<file path="src/rtl/mem_arb_pkg.sv">
// Shared types and defaults for the MiniSRC memory-port arbiter.
package mem_arb_pkg;

    localparam int ADDR_W_DEF      = 32;
    localparam int DATA_W_DEF      = 32;
    localparam int TIMEOUT_CYC_DEF = 255;

    typedef enum logic [1:0] {
        IDLE = 2'd0,
        BUSY = 2'd1,
        RESP = 2'd2
    } arb_state_e;

    localparam logic OWN_F = 1'b0;
    localparam logic OWN_D = 1'b1;

endpackage

</file>
<file path="src/rtl/mem_arb_timer.sv">
// Memory-wait counter: clear on grant, count while enabled, flag the increment that reaches TERM.
module mem_arb_timer #(
    parameter int TERM = 255
) (
    input  logic iClk,
    input  logic iRst,
    input  logic iClr,
    input  logic iEn,
    output logic oTc
);

    localparam int CNT_W = $clog2(TERM + 1);

    logic [CNT_W-1:0] cnt_q;
    logic [CNT_W-1:0] cnt_d;

    // oTc marks the cycle whose increment would bring the count to TERM
    assign oTc = iEn && (cnt_q == CNT_W'(TERM - 1));

    always_comb begin
        cnt_d = cnt_q;
        if (iClr) begin
            cnt_d = '0;
        end else if (iEn) begin
            cnt_d = cnt_q + 1'b1;
        end
    end

    always_ff @(posedge iClk) begin
        if (iRst) begin
            cnt_q <= '0;
        end else begin
            cnt_q <= cnt_d;
        end
    end

endmodule

</file>
<file path="src/rtl/mem_port_arbiter.sv">
// Fixed-priority (data over fetch) arbiter for the single MiniSRC memory port.
// Optional memory-wait abort enabled by defining MEM_PORT_ARBITER_TIMEOUT_EN.
module mem_port_arbiter
    import mem_arb_pkg::*;
#(
    parameter int ADDR_W      = ADDR_W_DEF,
    parameter int DATA_W      = DATA_W_DEF,
    parameter int TIMEOUT_CYC = TIMEOUT_CYC_DEF
) (
    input  logic              iClk,
    input  logic              iRst,
    input  logic              iF_Req,
    input  logic [ADDR_W-1:0] iF_Addr,
    output logic              oF_Done,
    output logic [DATA_W-1:0] oF_Data,
    input  logic              iD_Req,
    input  logic              iD_Wr,
    input  logic [ADDR_W-1:0] iD_Addr,
    input  logic [DATA_W-1:0] iD_WrData,
    output logic              oD_Done,
    output logic [DATA_W-1:0] oD_Data,
    output logic [ADDR_W-1:0] oMem_Addr,
    output logic [DATA_W-1:0] oMem_WrData,
    output logic              oMem_Rd,
    output logic              oMem_Wr,
    input  logic              iMem_Rdy,
    input  logic [DATA_W-1:0] iMem_RdData,
    output logic              oBusy,
    output logic              oErr
);

    arb_state_e        state_q, state_d;
    logic              owner_q, owner_d;
    logic [ADDR_W-1:0] addr_q, addr_d;
    logic [DATA_W-1:0] wdata_q, wdata_d;
    logic              rd_q, rd_d;
    logic              wr_q, wr_d;
    logic              f_done_q, f_done_d;
    logic              d_done_q, d_done_d;
    logic [DATA_W-1:0] f_data_q, f_data_d;
    logic [DATA_W-1:0] d_data_q, d_data_d;
    logic              busy_q, busy_d;
    logic              err_q, err_d;
    logic              grant;
    logic              timeout;

`ifdef MEM_PORT_ARBITER_TIMEOUT_EN
    logic tmr_en;
    assign tmr_en = (state_q == BUSY) && !iMem_Rdy;

    mem_arb_timer #(
        .TERM (TIMEOUT_CYC)
    ) u_timer (
        .iClk (iClk),
        .iRst (iRst),
        .iClr (grant),
        .iEn  (tmr_en),
        .oTc  (timeout)
    );
`else
    assign timeout = 1'b0;
`endif

    always_comb begin
        state_d  = state_q;
        owner_d  = owner_q;
        addr_d   = addr_q;
        wdata_d  = wdata_q;
        rd_d     = rd_q;
        wr_d     = wr_q;
        f_done_d = 1'b0;
        d_done_d = 1'b0;
        f_data_d = f_data_q;
        d_data_d = d_data_q;
        err_d    = err_q | timeout;
        grant    = 1'b0;

        case (state_q)
            IDLE: begin
                if (iD_Req) begin
                    grant   = 1'b1;
                    owner_d = OWN_D;
                    addr_d  = iD_Addr;
                    wdata_d = iD_WrData;
                    wr_d    = iD_Wr;
                    rd_d    = !iD_Wr;
                    state_d = BUSY;
                end else if (iF_Req) begin
                    grant   = 1'b1;
                    owner_d = OWN_F;
                    addr_d  = iF_Addr;
                    wr_d    = 1'b0;
                    rd_d    = 1'b1;
                    state_d = BUSY;
                end
            end
            BUSY: begin
                if (iMem_Rdy) begin
                    rd_d    = 1'b0;
                    wr_d    = 1'b0;
                    state_d = RESP;
                    // wr_q still reflects the granted access while in BUSY
                    if (!wr_q) begin
                        if (owner_q == OWN_D) begin
                            d_data_d = iMem_RdData;
                        end else begin
                            f_data_d = iMem_RdData;
                        end
                    end
                end else if (timeout) begin
                    rd_d    = 1'b0;
                    wr_d    = 1'b0;
                    state_d = RESP;
                end
            end
            RESP: begin
                if (owner_q == OWN_D) begin
                    d_done_d = 1'b1;
                end else begin
                    f_done_d = 1'b1;
                end
                state_d = IDLE;
            end
            default: begin
                state_d = IDLE;
            end
        endcase

        busy_d = (state_d != IDLE);
    end

    always_ff @(posedge iClk) begin
        if (iRst) begin
            state_q  <= IDLE;
            owner_q  <= OWN_F;
            addr_q   <= '0;
            wdata_q  <= '0;
            rd_q     <= 1'b0;
            wr_q     <= 1'b0;
            f_done_q <= 1'b0;
            d_done_q <= 1'b0;
            f_data_q <= '0;
            d_data_q <= '0;
            busy_q   <= 1'b0;
            err_q    <= 1'b0;
        end else begin
            state_q  <= state_d;
            owner_q  <= owner_d;
            addr_q   <= addr_d;
            wdata_q  <= wdata_d;
            rd_q     <= rd_d;
            wr_q     <= wr_d;
            f_done_q <= f_done_d;
            d_done_q <= d_done_d;
            f_data_q <= f_data_d;
            d_data_q <= d_data_d;
            busy_q   <= busy_d;
            err_q    <= err_d;
        end
    end

    assign oMem_Addr   = addr_q;
    assign oMem_WrData = wdata_q;
    assign oMem_Rd     = rd_q;
    assign oMem_Wr     = wr_q;
    assign oF_Done     = f_done_q;
    assign oD_Done     = d_done_q;
    assign oF_Data     = f_data_q;
    assign oD_Data     = d_data_q;
    assign oBusy       = busy_q;
    assign oErr        = err_q;

endmodule
</file>
<file path="config.mk">
export PLATFORM = sky130hd
export DESIGN_NAME = mem_port_arbiter
export DESIGN_NICKNAME = d
export VERILOG_FILES = /design/src/rtl/mem_arb_pkg.sv /design/src/rtl/mem_arb_timer.sv /design/src/rtl/mem_port_arbiter.sv
export SDC_FILE = /design/constraint.sdc
export NUM_CORES = 1
export LEC_CHECK = 0
export ABC_CLOCK_PERIOD_IN_PS = 3600
export BUFFER_PORTS_ARGS = -buffer_cell sky130_fd_sc_hd__buf_4
export CAP_MARGIN = 15
export CELL_PAD_IN_SITES_DETAIL_PLACEMENT = 0
export CELL_PAD_IN_SITES_GLOBAL_PLACEMENT = 1
export CORE_MARGIN = 1
export CORE_UTILIZATION = 37
export DETAILED_ROUTE_END_ITERATION = 8
export GPL_TIMING_DRIVEN = 0
export PLACE_DENSITY_LB_ADDON = 0.1
export SLEW_MARGIN = 20
export SYNTH_ARGS = -nofsm -noshare
export SYNTH_HDL_FRONTEND = slang
export SYNTH_SLANG_ARGS = --single-unit
</file>
<file path="constraint.sdc">
create_clock -name iClk -period 3.6 [get_ports iClk]
set_clock_uncertainty 0.2 [all_clocks]
set_input_delay 0.18 -clock iClk [delete_from_list [all_inputs] [get_ports iClk]]
set_output_delay 0.18 -clock iClk [all_outputs]
set_load 0.05 [all_outputs]
</file>
# Yosys cells after proc, flatten, opt, wreduce, memory -nomap -nowiden
# Index checks and enable logic that the tools add are counted.
[word_totals]
word_cells = 45
out_inout_bits = 134
inputBits = 134
regBits = 136
[classes]
mux = 16
reduce_logical = 11
bitwise_logic = 3
n_eq_ne = 4
[ops]
columns = ["operator", "count"]
rows = [
  ["two-way mux 32 bit", 2],
  ["two-way mux 1 bit", 8],
  ["AND reduction 4 bit", 2],
  ["two-way mux 2 bit", 3],
  ["nonzero test 2 bit", 3],
  ["case mux 1 bit (2 select lines)", 2],
  ["case mux 2 bit (2 select lines)", 1],
  ["AND reduction 2 bit", 2],
  ["inequality test 3 bit (second input constant)", 1],
  ["inverter 1 bit", 3],
  ["AND reduction 3 bit", 1],
  ["== test 2 x 1 -> 1 bit (second input constant)", 1],
  ["== test 2 bit (second input constant)", 1],
  ["zero test 2 bit", 1],
  ["inequality test 2 bit (second input constant)", 1],
  ["OR reduction 2 bit", 1],
  ["zero test 1 bit", 1],
]

# Longest topological paths before layout
# Gate-level depths: netlist of run 1.
[logic_depth]
ltp_word = 4
ltp_mapped = 6
mapped_depth_nobuf = 3

# Worst setup path before layout of run 1
# No wires, ideal clock.
[synth_timing]
path_kind = "reg2reg"
startpoint = "register state_q[1]"
endpoint = "register d_data_q[10] (netlist: oD_Data[10])"
setup_ps = 120
stages_incl_launch_ff = 7
required_time_ps = 3280
path_buffers = 3
arrival_time_ps = 1319
synth_period_minus_slack_ps = 1639
path_slack_ps = 1961
cell_sequence = "dfxtp_1 -> buf_6 -> nand3b_4 -> or3b_1 -> buf_6 -> buf_12 -> mux2i_1"
[synth_between]
elab_chain_len = 2
[synth_rtl]
columns = ["item", "line_no", "source"]
rows = [
  ["from (decl)", "mem_port_arbiter.sv:32", "arb_state_e state_q, state_d;"],
  ["from (signal assigned)", "mem_port_arbiter.sv:147", "state_q <= state_d;"],
  ["== test 2 x 1 -> 1 bit", "mem_port_arbiter.sv:78", "case (state_q)"],
  ["AND reduction 4 bit (no source line)", "-", ""],
  ["to (signal assigned)", "mem_port_arbiter.sv:156", "d_data_q <= d_data_d;"],
  ["to (decl)", "mem_port_arbiter.sv:41", "logic [DATA_W-1:0] d_data_q, d_data_d;"],
]
# Every way passes these cells.
# A chain may end at the register's enable or synchronous reset.

# Final worst setup path of run 1
[layout_timing]
startpoint = "register state_q[0]"
endpoint = "register rd_q (netlist: oMem_Rd)"
[layout_between]
elab_chain_len = 3
elab_cells_between_ends = 7
classes_between = "eq/ne (3); mux (1); reduce/logical (3)"
[layout_rtl]
columns = ["item", "line_no", "source"]
rows = [
  ["== test 2 x 1 -> 1 bit or zero test 2 bit (tied branches)", "mem_port_arbiter.sv:78", ""],
  ["inequality test 2 bit (no source line), or another cell as far along", "-", ""],
  ["AND reduction 3 bit (no source line)", "-", ""],
  ["to (signal assigned)", "mem_port_arbiter.sv:151", "rd_q <= rd_d;"],
  ["to (decl)", "mem_port_arbiter.sv:36", "logic rd_q, rd_d;"],
]
# Several ways; a longest one is shown, not always the timed one.

==> flow_metrics.tcl, run 1 <==
set metrics [dict create \
    outcome "finished, final reports clean" \
    antennaDiodeCount 0 \
    worstSetupPathDepth 6 \
    cts_buffer_depth 2 \
    post_cts_resized 0 \
    fin_crit_sh_pct 63.4 \
    drive_above_1_share_pct 33.7 \
    r2r-start "state_q[0]" \
    setup_violations 0 \
    synth_seq_cells 136 \
    antenna_left 0 \
    max_freq_mhz 438 \
    yosysMostFrequentCell "dfxtp_1" \
    synthTopCellsByCount "136 x dfxtp_1, 128 x mux2i_1, 96 x nand2b_1, 35 x nor2_1, 34 x a21oi_1" \
    place_ws_ps 1640 \
    p_switching_mw 1.28 \
    clkLatencyLatePin_ps 410 \
    hold_class "input port to register" \
    dieHeight_um 125 \
    ys_types 27 \
    hpwl_um 11700 \
    synth.cell_area_um2 5570 \
    crit_start "state_q[0]" \
    cts.sinks 136 \
    routed_wl_um 17300 \
    maxSlewViolCount 0 \
    synth_area_leaders "dfxtp_1 49%, mux2i_1 23%, nand2b_1 11%" \
    synth_warnings 0 \
    drtIter0Drc 183 \
    tns_ps 0 \
    leakage_nw 4.49 \
    period_needed_ps 2280 \
    overflow 0 \
    cpPeakStageDelay_ps 590 \
    cp-end-kind "register" \
    die_width_um 125 \
    internal_power_mw 3.01 \
    async_reset_ff_share_pct 0 \
    cts_made_buffers 17 \
    synth-main-ff-cell "dfxtp_1" \
    clockRootBuffer "clkbuf_16" \
    clkTransAtPathRegs_ps 60 \
    share_comb_of_total_power_pct 24.4 \
    grt_pass1_wl_um 28000 \
    r2r_end "oMem_Rd" \
    track_usage_pct 22.5 \
    synth.top_cell.area_share_pct 48.9 \
    std_cell_rows 44 \
    hold_violations 0 \
    cap_violations 0 \
    start_util_pct 38.1 \
    first_global_vias 5778 \
    crit_family "buffers and inverters" \
    drt-wirelength-per-cell_um 15.3 \
    crit_path_cell_trace "buf_2, nor3b_1, buf_2, buf_2, a221oi_1, dlygate4sd3_1" \
    power.density_nw_per_um2 447 \
    h-tree-depth 4 \
    cp.required_ps 3700 \
    post_cts_hold_buffer_count 128 \
    syn_nets 660 \
    globalplace.congestion 0.776 \
    nNetsFinal 1071 \
    startpoint_type "register" \
    pwr-share-clk_pct 37.0 \
    drc 0 \
    cp_max_fo 10 \
    port_buffers 264 \
    cts_setup_buffers 0 \
    ys_seq_area_share_pct 48.9 \
    boundaryPins 268 \
    core_area_um2 14600 \
    firstDrtPassIters 5 \
    critPathBufInv 4 \
    avgSynthCellArea_um2 10.6 \
    grt_antenna_before_repair 0 \
    die_area_um2 15500 \
    crit_path_end "oMem_Rd" \
    arrival_ps 2380 \
    grt_max_degree 17 \
    finalWorstSetupSlack_ps 1320 \
    cpMaxStageDelayCell "dlygate4sd3_1" \
    crit_type "register to register" \
    pwr-share-seq_pct 38.6 \
    rsz0062_at_grt "false" \
    synth_cells 526 \
    maxSlewHeadroom_pct 60.5 \
    cts_tree "yes" \
    ff2ff_setup_slack_ps 1320 \
    synth_area_leader_cell "dfxtp_1" \
    sw_frac_of_total_pct 29.9 \
    via_per_inst 4.71 \
    synth-edff-count 0 \
    areaGrowthSynthToFinish_pct 72.3 \
    ff2ff_path_depth 6 \
    vias 5333 \
    cp_common_cell "buf_2" \
    ir_worst_vdd_v 0.000360 \
    worstMarginPinSlew_ps 588 \
]
-- flip-flops by register name (all words and copies together) (netlist names) --
register / flops
oMem_Wr: 1
state_q: 2
oF_Data: 32
oMem_Addr: 32
owner_q: 1
oMem_WrData: 32
oBusy: 1
oF_Done: 1
oD_Done: 1
oMem_Rd: 1
oD_Data: 32
-- layer usage --
layer	track usage [%]	vias up	share of wire [%]
li1	-	2632	-
met1	24.3	2454	40
met2	40.6	212	50
met3	7.30	35	7.5
met4	8.43	0	2.7
met5	0	-	0
-- stage by stage --
stage	cells	hold WS (ps)	instance area, um2	util, %	total power [mW]
floorplan	526	91.2	5570	-	2.27
global placement	974	194	7780	53.3	2.59
detailed placement	974	191	7780	53.3	2.60
CTS	1133	0.0908	9590	65.7	4.31
global route	1133	1.29	9590	65.7	4.46
finish	1133	6.79	9590	65.7	4.29
-- layout by cell type, fill, tap and decap left out, drive strengths merged, types with 2 or more instances in the layout --
cell / Yosys / final
buf: 24 / 288
dfxtp: 136 / 136
mux2i: 128 / 128
dlygate4sd3: 0 / 128
nand2b: 96 / 96
clkbuf: 22 / 43
nor2: 35 / 35
a21oi: 34 / 34
a211oi: 33 / 33
clkinv: 0 / 7
nand2: 3 / 3
clkinvlp: 0 / 2
nor3: 2 / 2
-- cells by family (layout without fill, tap and decap cells) --
| logic type | count (synthesis) | count (layout) | share of synthesized area [%] |
|---|---|---|---|
| compound gates | 71 | 71 | 8.14 |
| buf+inv | 47 | 470 | 5.01 |
| flops | 136 | 136 | 48.9 |
| mux | 128 | 128 | 23.0 |
| other cells | 1 | 1 | 0.0674 |
| simple gates | 143 | 143 | 14.8 |
-- layout make-up --
type / count / area, um2
Fill cell: 1121 / 5000
Buffer: 46 / 275
Inverter: 1 / 3.75
Sequential cell: 136 / 2720
Clock inverter: 10 / 80.1
Multi-Input combinational cell: 343 / 2560
Timing Repair Buffer: 392 / 3260
Clock buffer: 21 / 450
Tap cell: 184 / 230
-- how the worst min path moves through the flow --
stage           startpoint       endpoint  slack [ps]  depth (start not counted)
6_report        iD_Addr[6]   oMem_Addr[6]           7                          3
5_1_grt         iD_Addr[6]   oMem_Addr[6]           1                          3
4_1_cts        iD_Addr[21]  oMem_Addr[21]        0.09                          3
3_5_place_dp         iD_Wr        oMem_Rd         190                          2
3_3_place_gp         iD_Wr        oMem_Rd         190                          2
2_1_floorplan        iD_Wr        oMem_Rd          90                          1
-- power by group through the flow --
stage                     registers (mW)  clock network [mW]  logic, mW
after floorplan                     1.99                   0      0.275
after global placement              1.68                   0      0.912
after detailed placement            1.68                   0      0.923
after CTS                           1.65                1.61       1.05
after global routing                1.66                1.69       1.11
final                               1.65                1.59       1.05
-- tightest hold or removal path: stages --
cell,delay [ps]
buf_4,110
mux2i_1,170
a211oi_1,110
(Power assumes the default switching activity.)
==> inputs of run 2 (changes only) <==
--- a/config.mk
+++ b/config.mk
@@ -5,13 +5,13 @@
 export SDC_FILE = /design/constraint.sdc
 export NUM_CORES = 1
 export LEC_CHECK = 0
-export ABC_CLOCK_PERIOD_IN_PS = 3600
+export ABC_CLOCK_PERIOD_IN_PS = 2400
 export BUFFER_PORTS_ARGS = -buffer_cell sky130_fd_sc_hd__buf_4
 export CAP_MARGIN = 15
 export CELL_PAD_IN_SITES_DETAIL_PLACEMENT = 0
 export CELL_PAD_IN_SITES_GLOBAL_PLACEMENT = 1
 export CORE_MARGIN = 1
-export CORE_UTILIZATION = 37
+export CORE_UTILIZATION = 34
 export DETAILED_ROUTE_END_ITERATION = 8
 export GPL_TIMING_DRIVEN = 0
 export PLACE_DENSITY_LB_ADDON = 0.1
==> constraint.sdc (replaced) <==
create_clock -name iClk -period 2.4 [get_ports iClk]
set_clock_uncertainty 0.2 [all_clocks]
set_input_delay 0.12 -clock iClk [delete_from_list [all_inputs] [get_ports iClk]]
set_output_delay 0.12 -clock iClk [all_outputs]
set_load 0.05 [all_outputs]
==> run 2 against run 1 <==
Net effect: sequential share of layout area decreased by 0.42 points; flip-flop and latch count unchanged; hold slack improved by 26 ps; critical path type unchanged.
==> flow_metrics.tcl, run 2 (synthesis results as in run 1) <==
set metrics [dict create \
    grt_antenna_before_repair 1 \
    sw_frac_of_total_pct 28.8 \
    pwr-share-clk_pct 38.6 \
    cts_tree "yes" \
    cp_max_fo 10 \
    rsz0062_at_grt "false" \
    vias 5353 \
    outcome "finished, final reports clean" \
    grt_pass1_wl_um 26800 \
    cpPeakStageDelay_ps 590 \
    cts_made_buffers 17 \
    mostFrequentLayoutCells "270 x buf_4, 136 x dfxtp_1, 133 x dlygate4sd3_1" \
    start_util_pct 34.9 \
    crit_family "buffers and inverters" \
    critPathBufInv 4 \
    drt-wirelength-per-cell_um 14.7 \
    drive_above_1_share_pct 33.7 \
    maxSlewHeadroom_pct 57.5 \
    ff2ff_path_depth 6 \
    cts_buffer_depth 2 \
    hold_slack_ps 32.5 \
    drtIter0Drc 139 \
    period_needed_ps 2290 \
    die_width_um 130 \
    via_per_inst 4.58 \
    r2r_end "oMem_Rd" \
    std_cell_rows 46 \
    crit_path_cell_trace "buf_2, nor3b_1, buf_2, clkbuf_4, a221oi_1, dlygate4sd3_1" \
    first_global_vias 5507 \
    hpwl_um 12000 \
    grt_max_degree 17 \
    hold_class "input port to register" \
    boundaryPins 268 \
    hold_path_depth 3 \
    maxSlewViolCount 0 \
    cpMaxStageDelayCell "dlygate4sd3_1" \
    hold_start "iRst" \
    setup_violations 0 \
    pwr-share-seq_pct 37.5 \
    r2r-start "state_q[0]" \
    nNetsFinal 1076 \
    dieHeight_um 130 \
    overflow 0 \
    track_usage_pct 20.4 \
    die_area_um2 16900 \
    clkLatencyLatePin_ps 400 \
    hold_path_end "oD_Data[3]" \
    ir_worst_vdd_v 0.000453 \
    max_freq_mhz 436 \
    globalplace.congestion 0.796 \
    final_common_cell "buf_4" \
    cap_violations 0 \
    hold_violations 0 \
    firstDrtPassIters 4 \
    cp.required_ps 2490 \
    cts.sinks 136 \
    total_power_mw 6.60 \
    leakage_nw 4.53 \
    core_area_um2 15900 \
    areaGrowthSynthToFinish_pct 74.9 \
    port_buffers 264 \
    arrival_ps 2380 \
    crit_type "register to register" \
    tns_ps 0 \
    nFillCells 1393 \
    drc 0 \
    utilization_pct 61.0 \
    routed_wl_um 17200 \
    power.density_nw_per_um2 678 \
    startpoint_type "register" \
    antenna_left 0 \
    worstMarginPinSlew_ps 637 \
    internal_power_mw 4.70 \
    share_comb_of_total_power_pct 23.9 \
    p_switching_mw 1.90 \
    cp_common_cell "buf_2" \
    fin_crit_sh_pct 95.6 \
    ff2ff_setup_slack_ps 110 \
    cp-end-kind "register" \
    clockRootBuffer "clkbuf_16" \
    clkTransAtPathRegs_ps 60 \
    h-tree-depth 4 \
]
[run 2: changes by cell type in the layout (fill, tap and decap cells not counted), moves of 3 or more]
cell | previous run | this run
dlygate4sd3_1 | 128 | 133
clkinv_2 | 7 | 3
clkbuf_1 | 25 | 22
clkbuf_8 | 1 | 4
[run 2: tightest hold or removal path: cells and delay by family]
family | cells | cell delay (ps)
multiplexers | 1 | 110
buffers and inverters | 1 | 180
AND/OR/NAND/NOR | 1 | 190
[run 2: how the worst max path moves through the flow]
| stage | from | end | slack [ps] | cells past startpoint |
|---|---|---|---|---|
| after floorplan | state_q[1] | oD_Data[10] | 760 | 6 |
| after global placement | iRst | oMem_WrData[27] | 540 | 4 |
| after detailed placement | iRst | oMem_WrData[28] | 450 | 4 |
| after CTS | state_q[0] | oMem_Rd | 40 | 6 |
| after global routing | state_q[0] | oMem_Rd | 10 | 6 |
| final | state_q[0] | oMem_Rd | 110 | 6 |
[run 2: metrics by stage]
stage	std cells	area [um2]	setup slack [ps]
floorplan	526	5570	761
finish	1169	9730	106
global route	1169	9730	11.7
detailed placement	1006	7820	454
CTS	1168	9730	35.1
global placement	1006	7820	538
[run 2: power groups by stage]
stage | registers, mW | clock network [mW] | logic, mW
after floorplan | 2.99 | 0 | 0.413
after global placement | 2.52 | 0 | 1.37
after detailed placement | 2.52 | 0 | 1.39
after CTS | 2.48 | 2.61 | 1.58
after global routing | 2.49 | 2.72 | 1.67
final | 2.48 | 2.55 | 1.58
[run 2: area by class of cell]
cell class	instances	area [um2]	share of cell area [%]
clock buffer	21	480	4.94
tap	216	270	2.78
multi-input combinational	343	2560	26.3
clock inverter	8	97.6	1.00
sequential	136	2720	28.0
timing repair buffer	397	3310	34.0
antenna	1	2.50	0.0257
inverter	1	3.75	0.0386
buffer	46	278	2.85
[run 2: repair_timing]
action / in CTS / in global routing
setup buffers: 0 / 0
resized for setup: 0 / 1
endpoints found under the hold margin: 133 / 0
setup endpoints to repair: 0 / 1
hold buffers: 133 / 0
[run 2: routing by layer]
metal | GRT usage (%) | vias to the layer above | part of all wire (%) | wire [um]
met5 | 0 | - | 0 | 0
met4 | 9.23 | 0 | 1.8 | 317
met3 | 6.03 | 22 | 6.3 | 1080
met2 | 35.6 | 178 | 50 | 8490
met1 | 23.0 | 2515 | 42 | 7270
li1 | - | 2638 | - | -
==> inputs of run 3 (changes only) <==
--- a/config.mk
+++ b/config.mk
@@ -14,7 +14,9 @@
 export CORE_UTILIZATION = 34
 export DETAILED_ROUTE_END_ITERATION = 8
 export GPL_TIMING_DRIVEN = 0
+export HOLD_SLACK_MARGIN = 0.12
 export PLACE_DENSITY_LB_ADDON = 0.1
+export SETUP_SLACK_MARGIN = 0.3
 export SLEW_MARGIN = 20
 export SYNTH_ARGS = -nofsm -noshare
 export SYNTH_HDL_FRONTEND = slang
==> constraint.sdc (replaced) <==
create_clock -name iClk -period 2.4 [get_ports iClk]
set_clock_uncertainty 0.2 [all_clocks]
set_input_delay 0.12 -clock iClk [delete_from_list [all_inputs] [get_ports iClk]]
set_output_delay 0.12 -clock iClk [all_outputs]
set_load 0.02 [all_outputs]
==> run 3 against run 2 <==
Net effect: global-route usage is 0.71 points higher; non-clock buffer count grew 38; sequential power barely moved; maximum frequency grew 19%; flip-flop and latch count stayed put.
==> flow_metrics.tcl, run 3 (synthesis results as in run 1) <==
set metrics [dict create \
    dieHeight_um 130 \
    rsz0062_at_grt "false" \
    drt-wirelength-per-cell_um 14.7 \
    drtIter0Drc 152 \
    grt_pass1_wl_um 27700 \
    seqCellArea_um2 2720 \
    antenna_left 0 \
    clkTransAtPathRegs_ps 60 \
    hpwl_um 12000 \
    track_usage_pct 21.1 \
    max_freq_mhz 518 \
    drc 0 \
    maxSlewViolCount 0 \
    port_buffers 264 \
    tns_ps 0 \
    period_needed_ps 1930 \
    grt_antenna_before_repair 1 \
    drive_above_1_share_pct 32.4 \
    first_global_vias 5726 \
    nNetsFinal 1114 \
    cts_tree "yes" \
    grt_use_met1_pct 23.6 \
    areaGrowthSynthToFinish_pct 81.7 \
    vias 5555 \
    cp-end-kind "register" \
    outcome "finished, final reports clean" \
    met2_usage_pct 37.0 \
    firstDrtPassIters 4 \
    ff2ff_setup_slack_ps 470 \
    clkLatencyLatePin_ps 410 \
    cts_made_buffers 17 \
    cp_max_fo 10 \
    hold_slack_ps 98.2 \
    globalplace.congestion 0.796 \
    final_common_cell "buf_4" \
    hold_violations 0 \
    hold_class "input port to register" \
    total_power_mw 6.35 \
    via_per_inst 4.60 \
    ir_worst_vdd_v 0.000459 \
    utilization_pct 63.4 \
    place_area_um2 7820 \
    mostFrequentLayoutCells "270 x buf_4, 171 x dlygate4sd3_1, 136 x dfxtp_1" \
    startpoint_type "register" \
    clockRootBuffer "clkbuf_16" \
    setup_violations 0 \
    top_usage_layer "met2" \
    cts_buffer_depth 2 \
    overflow 0 \
    arrival_ps 2010 \
    cp.required_ps 2480 \
    h-tree-depth 4 \
    core_area_um2 15900 \
    die_area_um2 16900 \
    nFillCells 1357 \
    cap_violations 0 \
    leakage_nw 4.64 \
    crit_type "register to register" \
    worstMarginPinSlew_ps 637 \
    boundaryPins 268 \
    met3_usage_pct 6.27 \
    start_util_pct 34.9 \
    maxSlewHeadroom_pct 57.6 \
    routed_wl_um 17700 \
    die_width_um 130 \
    fin_crit_sh_pct 80.5 \
    grt_max_degree 17 \
    multiInputGateArea_um2 2560 \
    fin_area_um2 10100 \
    cts.sinks 136 \
    std_cell_rows 46 \
    power.density_nw_per_um2 628 \
]
run 3: area by class of cell:
type	count	area share, %
multi-input cells	343	25.4
clock inverters	8	0.965
flip-flops and latches	136	26.9
diodes	1	0.0248
plain buffers	46	2.72
inverters	1	0.0371
clock buffers	21	4.75
repair buffers	435	36.5
well taps	216	2.67
run 3: repair_timing:
item                                    4_1_cts  5_1_grt
endpoints found under the hold margin       133        0
resized for setup                             0        0
setup buffers                                 0        0
endpoints found under the setup margin        0        0
hold buffers                                171        0
run 3: per-stage QoR:
step,setup WS [ps],cells
global route,358,1207
detailed placement,454,1006
floorplan,762,526
CTS,473,1206
finish,468,1207
global placement,538,1006
run 3: layer usage:
metal / part of all wire, % / wire length (um) / vias to the layer above
met5: 0 / 0 / -
met4: 2.7 / 471 / 0
met3: 6.6 / 1180 / 34
met2: 49 / 8630 / 190
met1: 42 / 7440 / 2615
li1: - / - / 2716
run 3: critical path, cell delays in order (launching register included):
cell and delay [ps]:
dfxtp_1 290, buf_2 160, nor3b_1 210, buf_2 300, buf_2 330, mux2i_1 240
nor2_1 60
run 3: path summary, 6_finish.rpt:
kind | startpoint | endpoint | cells after the start
hold / removal | iRst | oF_Data[2] | 3
setup / recovery | state_q[0] | oMem_WrData[18] | 6
hold reg to reg | oF_Data[18] | oF_Data[18] | 2
setup reg to reg | state_q[0] | oMem_WrData[18] | 6
run 3: report_power, final:
| part | leakage [nW] | switching (mW) | internal [mW] |
|---|---|---|---|
| registers | 1.11 | 0.0773 | 2.40 |
| logic | 3.25 | 0.595 | 0.717 |
| clock network | 0.279 | 0.947 | 1.62 |
